==> config.mk <==
export PLATFORM = sky130hd
export DESIGN_NAME = click_demux_sync
export DESIGN_NICKNAME = d
export VERILOG_FILES = /design/src/rtl/click_demux_sync.sv
export SDC_FILE = /design/constraint.sdc
export NUM_CORES = 1
export LEC_CHECK = 0
export BUFFER_PORTS_ARGS = -buffer_cell sky130_fd_sc_hd__buf_2
export CAP_MARGIN = 20
export CORE_MARGIN = 1.5
export CORE_UTILIZATION = 30
export CTS_CLUSTER_DIAMETER = 200
export CTS_CLUSTER_SIZE = 8
export DETAILED_ROUTE_END_ITERATION = 10
export SLEW_MARGIN = 0
export SYNTH_ARGS = -nofsm -noshare
export SYNTH_HDL_FRONTEND = slang
export SYNTH_SLANG_ARGS = --single-unit
export TNS_END_PERCENT = 30
==> constraint.sdc <==
create_clock -name clk -period 1.8 [get_ports clk]
set_input_delay 0.36 -clock clk [delete_from_list [all_inputs] [get_ports clk]]
set_output_delay 0.36 -clock clk [all_outputs]
set_load 0.05 [all_outputs]
==> src/rtl/click_demux_sync.sv <==
// Clocked 2-phase bundled-data demultiplexer: routes one token from channel A to B or C by a bundled sel bit.
// Optional per-channel completion counters (cntB, cntC) are enabled with `define CLICK_DEMUX_STATS_EN.
module click_demux_sync #(
    parameter int DATA_WIDTH   = 8,
    parameter bit PHASE_INIT_A = 1'b0,
    parameter bit PHASE_INIT_B = 1'b0,
    parameter bit PHASE_INIT_C = 1'b0,
    parameter int SYNC_STAGES  = 2
) (
    input  logic                  clk,
    input  logic                  rst,
    input  logic                  inA_req,
    output logic                  inA_ack,
    input  logic                  inA_sel,
    input  logic [DATA_WIDTH-1:0] inA_data,
    output logic                  outB_req,
    input  logic                  outB_ack,
    output logic [DATA_WIDTH-1:0] outB_data,
    output logic                  outC_req,
    input  logic                  outC_ack,
    output logic [DATA_WIDTH-1:0] outC_data
`ifdef CLICK_DEMUX_STATS_EN
    ,
    output logic [15:0]           cntB,
    output logic [15:0]           cntC
`endif
);

    typedef enum logic [1:0] {
        ST_IDLE   = 2'd0,
        ST_LAUNCH = 2'd1,
        ST_WAIT   = 2'd2
    } state_t;

    logic [SYNC_STAGES-1:0] sync_a_r;
    logic [SYNC_STAGES-1:0] sync_b_r;
    logic [SYNC_STAGES-1:0] sync_c_r;
    logic                   sa_s;
    logic                   sb_s;
    logic                   sc_s;
    logic                   ack_match_s;

    state_t                 state_r;
    logic                   sel_r;
    logic                   ack_a_r;
    logic                   req_b_r;
    logic                   req_c_r;
    logic [DATA_WIDTH-1:0]  data_b_r;
    logic [DATA_WIDTH-1:0]  data_c_r;
`ifdef CLICK_DEMUX_STATS_EN
    logic [15:0]            cnt_b_r;
    logic [15:0]            cnt_c_r;
`endif

    // Synchronisers preset to the idle phases so release never shows a phantom token.
    always_ff @(posedge clk or negedge rst) begin
        if (!rst) begin
            sync_a_r <= {SYNC_STAGES{PHASE_INIT_A}};
            sync_b_r <= {SYNC_STAGES{PHASE_INIT_B}};
            sync_c_r <= {SYNC_STAGES{PHASE_INIT_C}};
        end else begin
            sync_a_r <= {sync_a_r[SYNC_STAGES-2:0], inA_req};
            sync_b_r <= {sync_b_r[SYNC_STAGES-2:0], outB_ack};
            sync_c_r <= {sync_c_r[SYNC_STAGES-2:0], outC_ack};
        end
    end

    assign sa_s = sync_a_r[SYNC_STAGES-1];
    assign sb_s = sync_b_r[SYNC_STAGES-1];
    assign sc_s = sync_c_r[SYNC_STAGES-1];

    // Only the routed channel's ack can close the handshake.
    assign ack_match_s = sel_r ? (sc_s == req_c_r) : (sb_s == req_b_r);

    // Handshake FSM; every output is a register.
    always_ff @(posedge clk or negedge rst) begin
        if (!rst) begin
            state_r  <= ST_IDLE;
            sel_r    <= 1'b0;
            ack_a_r  <= PHASE_INIT_A;
            req_b_r  <= PHASE_INIT_B;
            req_c_r  <= PHASE_INIT_C;
            data_b_r <= {DATA_WIDTH{1'b0}};
            data_c_r <= {DATA_WIDTH{1'b0}};
`ifdef CLICK_DEMUX_STATS_EN
            cnt_b_r  <= 16'd0;
            cnt_c_r  <= 16'd0;
`endif
        end else begin
            case (state_r)
                ST_IDLE: begin
                    if (sa_s != ack_a_r) begin
                        sel_r <= inA_sel;
                        if (inA_sel) begin
                            data_c_r <= inA_data;
                        end else begin
                            data_b_r <= inA_data;
                        end
                        state_r <= ST_LAUNCH;
                    end else begin
                        state_r <= ST_IDLE;
                    end
                end
                ST_LAUNCH: begin
                    // Data settled one edge ago, so the req toggle respects bundled-data setup.
                    if (sel_r) begin
                        req_c_r <= ~req_c_r;
                    end else begin
                        req_b_r <= ~req_b_r;
                    end
                    state_r <= ST_WAIT;
                end
                ST_WAIT: begin
                    if (ack_match_s) begin
                        ack_a_r <= ~ack_a_r;
`ifdef CLICK_DEMUX_STATS_EN
                        if (sel_r) begin
                            cnt_c_r <= cnt_c_r + 16'd1;
                        end else begin
                            cnt_b_r <= cnt_b_r + 16'd1;
                        end
`endif
                        state_r <= ST_IDLE;
                    end else begin
                        state_r <= ST_WAIT;
                    end
                end
                default: begin
                    state_r <= ST_IDLE;
                end
            endcase
        end
    end

    assign inA_ack   = ack_a_r;
    assign outB_req  = req_b_r;
    assign outC_req  = req_c_r;
    assign outB_data = data_b_r;
    assign outC_data = data_c_r;
`ifdef CLICK_DEMUX_STATS_EN
    assign cntB      = cnt_b_r;
    assign cntC      = cnt_c_r;
`endif

endmodule
## Word level (Yosys, flattened, before mapping)

Cells that the tools add are included.

| word-level totals | value |
|---|---|
| output and inout port bits | 19 |
| bits of input ports | 14 |
| flip-flop bits (word level) | 28 |

| cells by class | value |
|---|---|
| equality and inequality tests | 5 |
| mux-type cells | 4 |
| bitwise operators | 5 |
| reductions and logical operators | 7 |

Operators by type and width:

| kind | number |
|---|---|
| 2-bit AND reduction | 4 |
| 2-bit one-hot mux with 3 select lines | 1 |
| 3-bit AND reduction | 2 |
| 1-bit NOT | 5 |
| 1-bit == test | 2 |
| 2-bit by 1-bit == test with 1-bit output, second input constant | 1 |
| 2-bit == test, second input constant | 1 |
| 2-bit zero test | 1 |
| 1-bit two-way mux | 2 |
| 2-bit two-way mux | 1 |
| 1-bit inequality test | 1 |

## Logic depth before layout (Yosys ltp)

| depth | value |
|---|---|
| depth after elaboration | 4 |
| mapped depth | 4 |
| gate-level depth less buffers | 4 |

## Worst setup path before layout

OpenSTA, ideal clock, no wires.

| timing | value |
|---|---|
| kind | register to register |
| from | register ack_a_r (netlist: inA_ack) |
| to | register data_b_r[0] (netlist: outB_data[0]) |
| period minus slack after synthesis | 1.747 ns |
| stages on the path, launching flop included | 4 |
| data required time | 1.675 ns |
| path slack | 0.053 ns |
| path buffers | 0 |
| library setup time | 0.125 ns |
| data arrival time | 1.622 ns |
| cell sequence | dfrtp_1 xnor2_1 nor4_4 mux2_2 |

| on the way | value |
|---|---|
| word-level cells in the longest chain between the ends | 2 |

Ends and longest elaborated chain:

| element | RTL line | RTL |
|---|---|---|
| start: declaration | 45 | `logic ack_a_r;` |
| start signal: assignment | 115 | `ack_a_r <= ~ack_a_r;` |
| 1-bit inequality test | 92 | `if (sa_s != ack_a_r) begin` |
| 3-bit AND reduction (no line) | n/a |  |
| end signal: assignment | 83 | `data_b_r <= {DATA_WIDTH{1'b0}};` |
| end signal: assignment | 97 | `data_b_r <= inA_data;` |
| end: declaration | 48 | `logic [DATA_WIDTH-1:0] data_b_r;` |

Every way passes these cells.
A chain may end at the register's enable or synchronous reset.

## Worst setup path in the final report

| timing | value |
|---|---|
| from | register ack_a_r (netlist: inA_ack) |
| to | register data_c_r[5] (netlist: outC_data[5]) |

| on the way | value |
|---|---|
| word-level cells in the longest chain between the ends | 2 |

Ends and longest elaborated chain:

| element | RTL line | RTL |
|---|---|---|
| 1-bit inequality test | 92 |  |
| 3-bit AND reduction (no line) | n/a |  |
| end signal: assignment | 84 | `data_c_r <= {DATA_WIDTH{1'b0}};` |
| end signal: assignment | 95 | `data_c_r <= inA_data;` |
| end: declaration | 49 | `logic [DATA_WIDTH-1:0] data_c_r;` |

Every way passes these cells.

==> impl_metrics.json <==
{
  "grt_overflow": 0,
  "slew_headroom_pct": 60.6,
  "tns_ps": 0,
  "rows": 21,
  "cts_root_buffer": "clkbuf_4",
  "syn2layout_area_growth_pct": 26.3,
  "hold_violations": 0,
  "seqCellArea_um2": 701,
  "worstPathCellList": "xnor2_1 > nor3_2 > nand2_2 > mux2_2",
  "htreeDepth": 1,
  "clock.fmax_mhz": 646,
  "synth-seq-area-share_pct": 68.4,
  "status": "completed",
  "utilization_pct": 39.1,
  "dieArea_um2": 3780,
  "crit_slowest_cell": "dfrtp_1",
  "use_met3_pct": 3.15,
  "synth_compound_area_share_pct": 0.488,
  "die_h_um": 61.4,
  "antenna_found_initial": 0,
  "crit_buf_inv": 0,
  "yosys.area_share.simple_pct": 7.45,
  "worstPathRequired_ps": 2010,
  "critical_path.top_delay_family": "flip-flops",
  "core_um2": 3310,
  "fillers": 330,
  "via_per_inst": 4.08,
  "hold_slack_ps": 24.0,
  "drtIter0Drc": 18,
  "final_common_cell": "buf_2",
  "cts_hold_buf": 0,
  "portBuffers": 32,
  "synthTopCellsByArea": "dfrtp_1, mux2_2, xnor2_1",
  "clkLatencyLatePin_ps": 310,
  "post-route-period-util_pct": 86.0,
  "r2r_slack_ps": 250,
  "setup_viol_count_final": 0,
  "setup_slack_ps": 252,
  "final_cell_mix": "buf_2, dfrtp_1, mux2_2",
  "drt-total-wl_um": 1730,
  "cts_tree": "built",
  "avgRoutedWirePerCell_um": 11.8,
  "grtUsageMet2_pct": 16.3,
  "gp_congestion": 0.635,
  "fin_crit_ps": 1550,
  "cts.clk_slew.worst_paths_ps": 140,
  "ios": 33,
  "cts-resized-gates": 0,
  "multi_input_area_um2": 324,
  "synth_xor_area_share_pct": 5.13,
  "dp_slack_ps": 267,
  "yosys.area_share.adder_pct": 0,
  "ys_ff_latch": 28,
  "first_global_vias": 569,
  "die_w_um": 61.4,
  "worst_slew_pin_slew_ps": 592,
  "final_nets": 115,
  "drcViolationCount": 0,
  "grt.met1_usage_pct": 12.9,
  "skew_ps": 4.63,
  "path_max_fanout": 8,
  "critPathLaunchType": "flip-flop",
  "grt_pass1_wl_um": 2720,
  "clkSinkCount": 28,
  "yosysTopAreaCell": "dfrtp_1",
  "synth_mux_area_share_pct": 18.6,
  "crit_path_end_kind": "flip-flop",
  "syn_area_per_cell_um2": 16.5,
  "setup.worst_path.class": "reg2reg",
  "track_usage_pct": 10.5,
  "maxCapViolCount": 0,
  "synth_cells": 62,
  "rsz0062_at_grt": "no",
  "r2r.worst_path.cells": 4,
  "critPathMaxStageDelay_ps": 440,
  "r2r_start": "inA_ack$_DFFE_PN0P_",
  "num_antenna_cells": 0,
  "grt_max_degree": 29,
  "synth_cell_type_count": 12,
  "drv_slew": 0,
  "hp-class": "in2async",
  "grt_busiest_layer": "met2",
  "drive_gt1_share_pct": 57.0,
  "drt-pass1-iter-count": 3,
  "drtAntennaViolNets": 0,
  "yosysTopAreaCellShare_pct": 68.4,
  "synth_top_family_by_area": "multiplexers",
  "syn_nets": 76,
  "hpwl_um": 1310,
  "cp.arrival_ps": 1760,
  "start_util_pct": 31.0,
  "synth_area_um2": 1020,
  "cts_max_path_buffers": 2,
  "post-cts-setup-buffer-count": 0,
  "rr_endpoint": "outC_data[5]$_DFFE_PN0P_",
  "num_vias": 596,
  "numCtsBuffers": 3,
  "ys_warn_count": 0
}
final cells by class:
| type | count | area share [%] |
|---|---|---|
| Timing Repair Buffer | 34 | 13.5 |
| Sequential cell | 28 | 54.2 |
| Multi-Input combinational cell | 34 | 25.0 |
| Tap cell | 46 | 4.45 |
| Clock buffer | 4 | 2.80 |
cells by family (layout without fill, tap and decap cells):
family | Yosys count | after routing
flops | 28 | 28
xor+xnor | 6 | 6
simple gates | 10 | 10
buf+inv | 0 | 38
mux | 17 | 17
compound gates | 1 | 1
metrics by stage:
step                instance area, um^2  cells
finish                             1290    146
global route                       1290    146
CTS                                1290    146
detailed placement                 1260    142
global placement                   1260    142
floorplan                          1020     62
worst reg2reg max path: stages (launching register included):
cell and delay [ps]:
dfrtp_1 440, xnor2_1 330, nor3_2 100, nand2_2 200, mux2_2 370
routing by layer:
layer  vias to the layer above  wire length (um)
met5                         -                 0
met4                         0                27
met3                         2               118
met2                        20               774
met1                       287               805
li1                        287                 -
state kept, by name (all words and copies together), names as in the netlist:
| name | cells |
|---|---|
| outC_data | 8 |
| outB_req | 1 |
| outC_req | 1 |
| sync_c_r | 2 |
| state_r | 2 |
| sync_a_r | 2 |
| sel_r | 1 |
| outB_data | 8 |
| inA_ack | 1 |
| sync_b_r | 2 |
worst max-delay path by stage:
stage	from	to	slack [ps]	cells past startpoint
final	inA_ack$_DFFE_PN0P_	outC_data[5]$_DFFE_PN0P_	250	4
after global routing	inA_ack$_DFFE_PN0P_	outC_data[7]$_DFFE_PN0P_	150	4
after CTS	inA_ack$_DFFE_PN0P_	outC_data[5]$_DFFE_PN0P_	240	4
after detailed placement	inA_ack$_DFFE_PN0P_	outC_data[5]$_DFFE_PN0P_	270	4
after global placement	inA_ack$_DFFE_PN0P_	outC_data[1]$_DFFE_PN0P_	340	4
after floorplan	inA_ack$_DFFE_PN0P_	outB_data[0]$_DFFE_PN0P_	50	3
cell usage after synthesis:
library cell and count:
xor2_1 3, nand2b_1 2, mux2i_1 1, o21ai_0 1
dfrtp_1 28, nor2_1 3, nand3b_1 2, nor4_4 1
nor3_2 1, nand2_2 1, xnor2_1 3, mux2_2 16
Power is left out: the tool's default activity adds up to more than one toggle a clock period on the data nets, which glitch-free logic cannot reach.
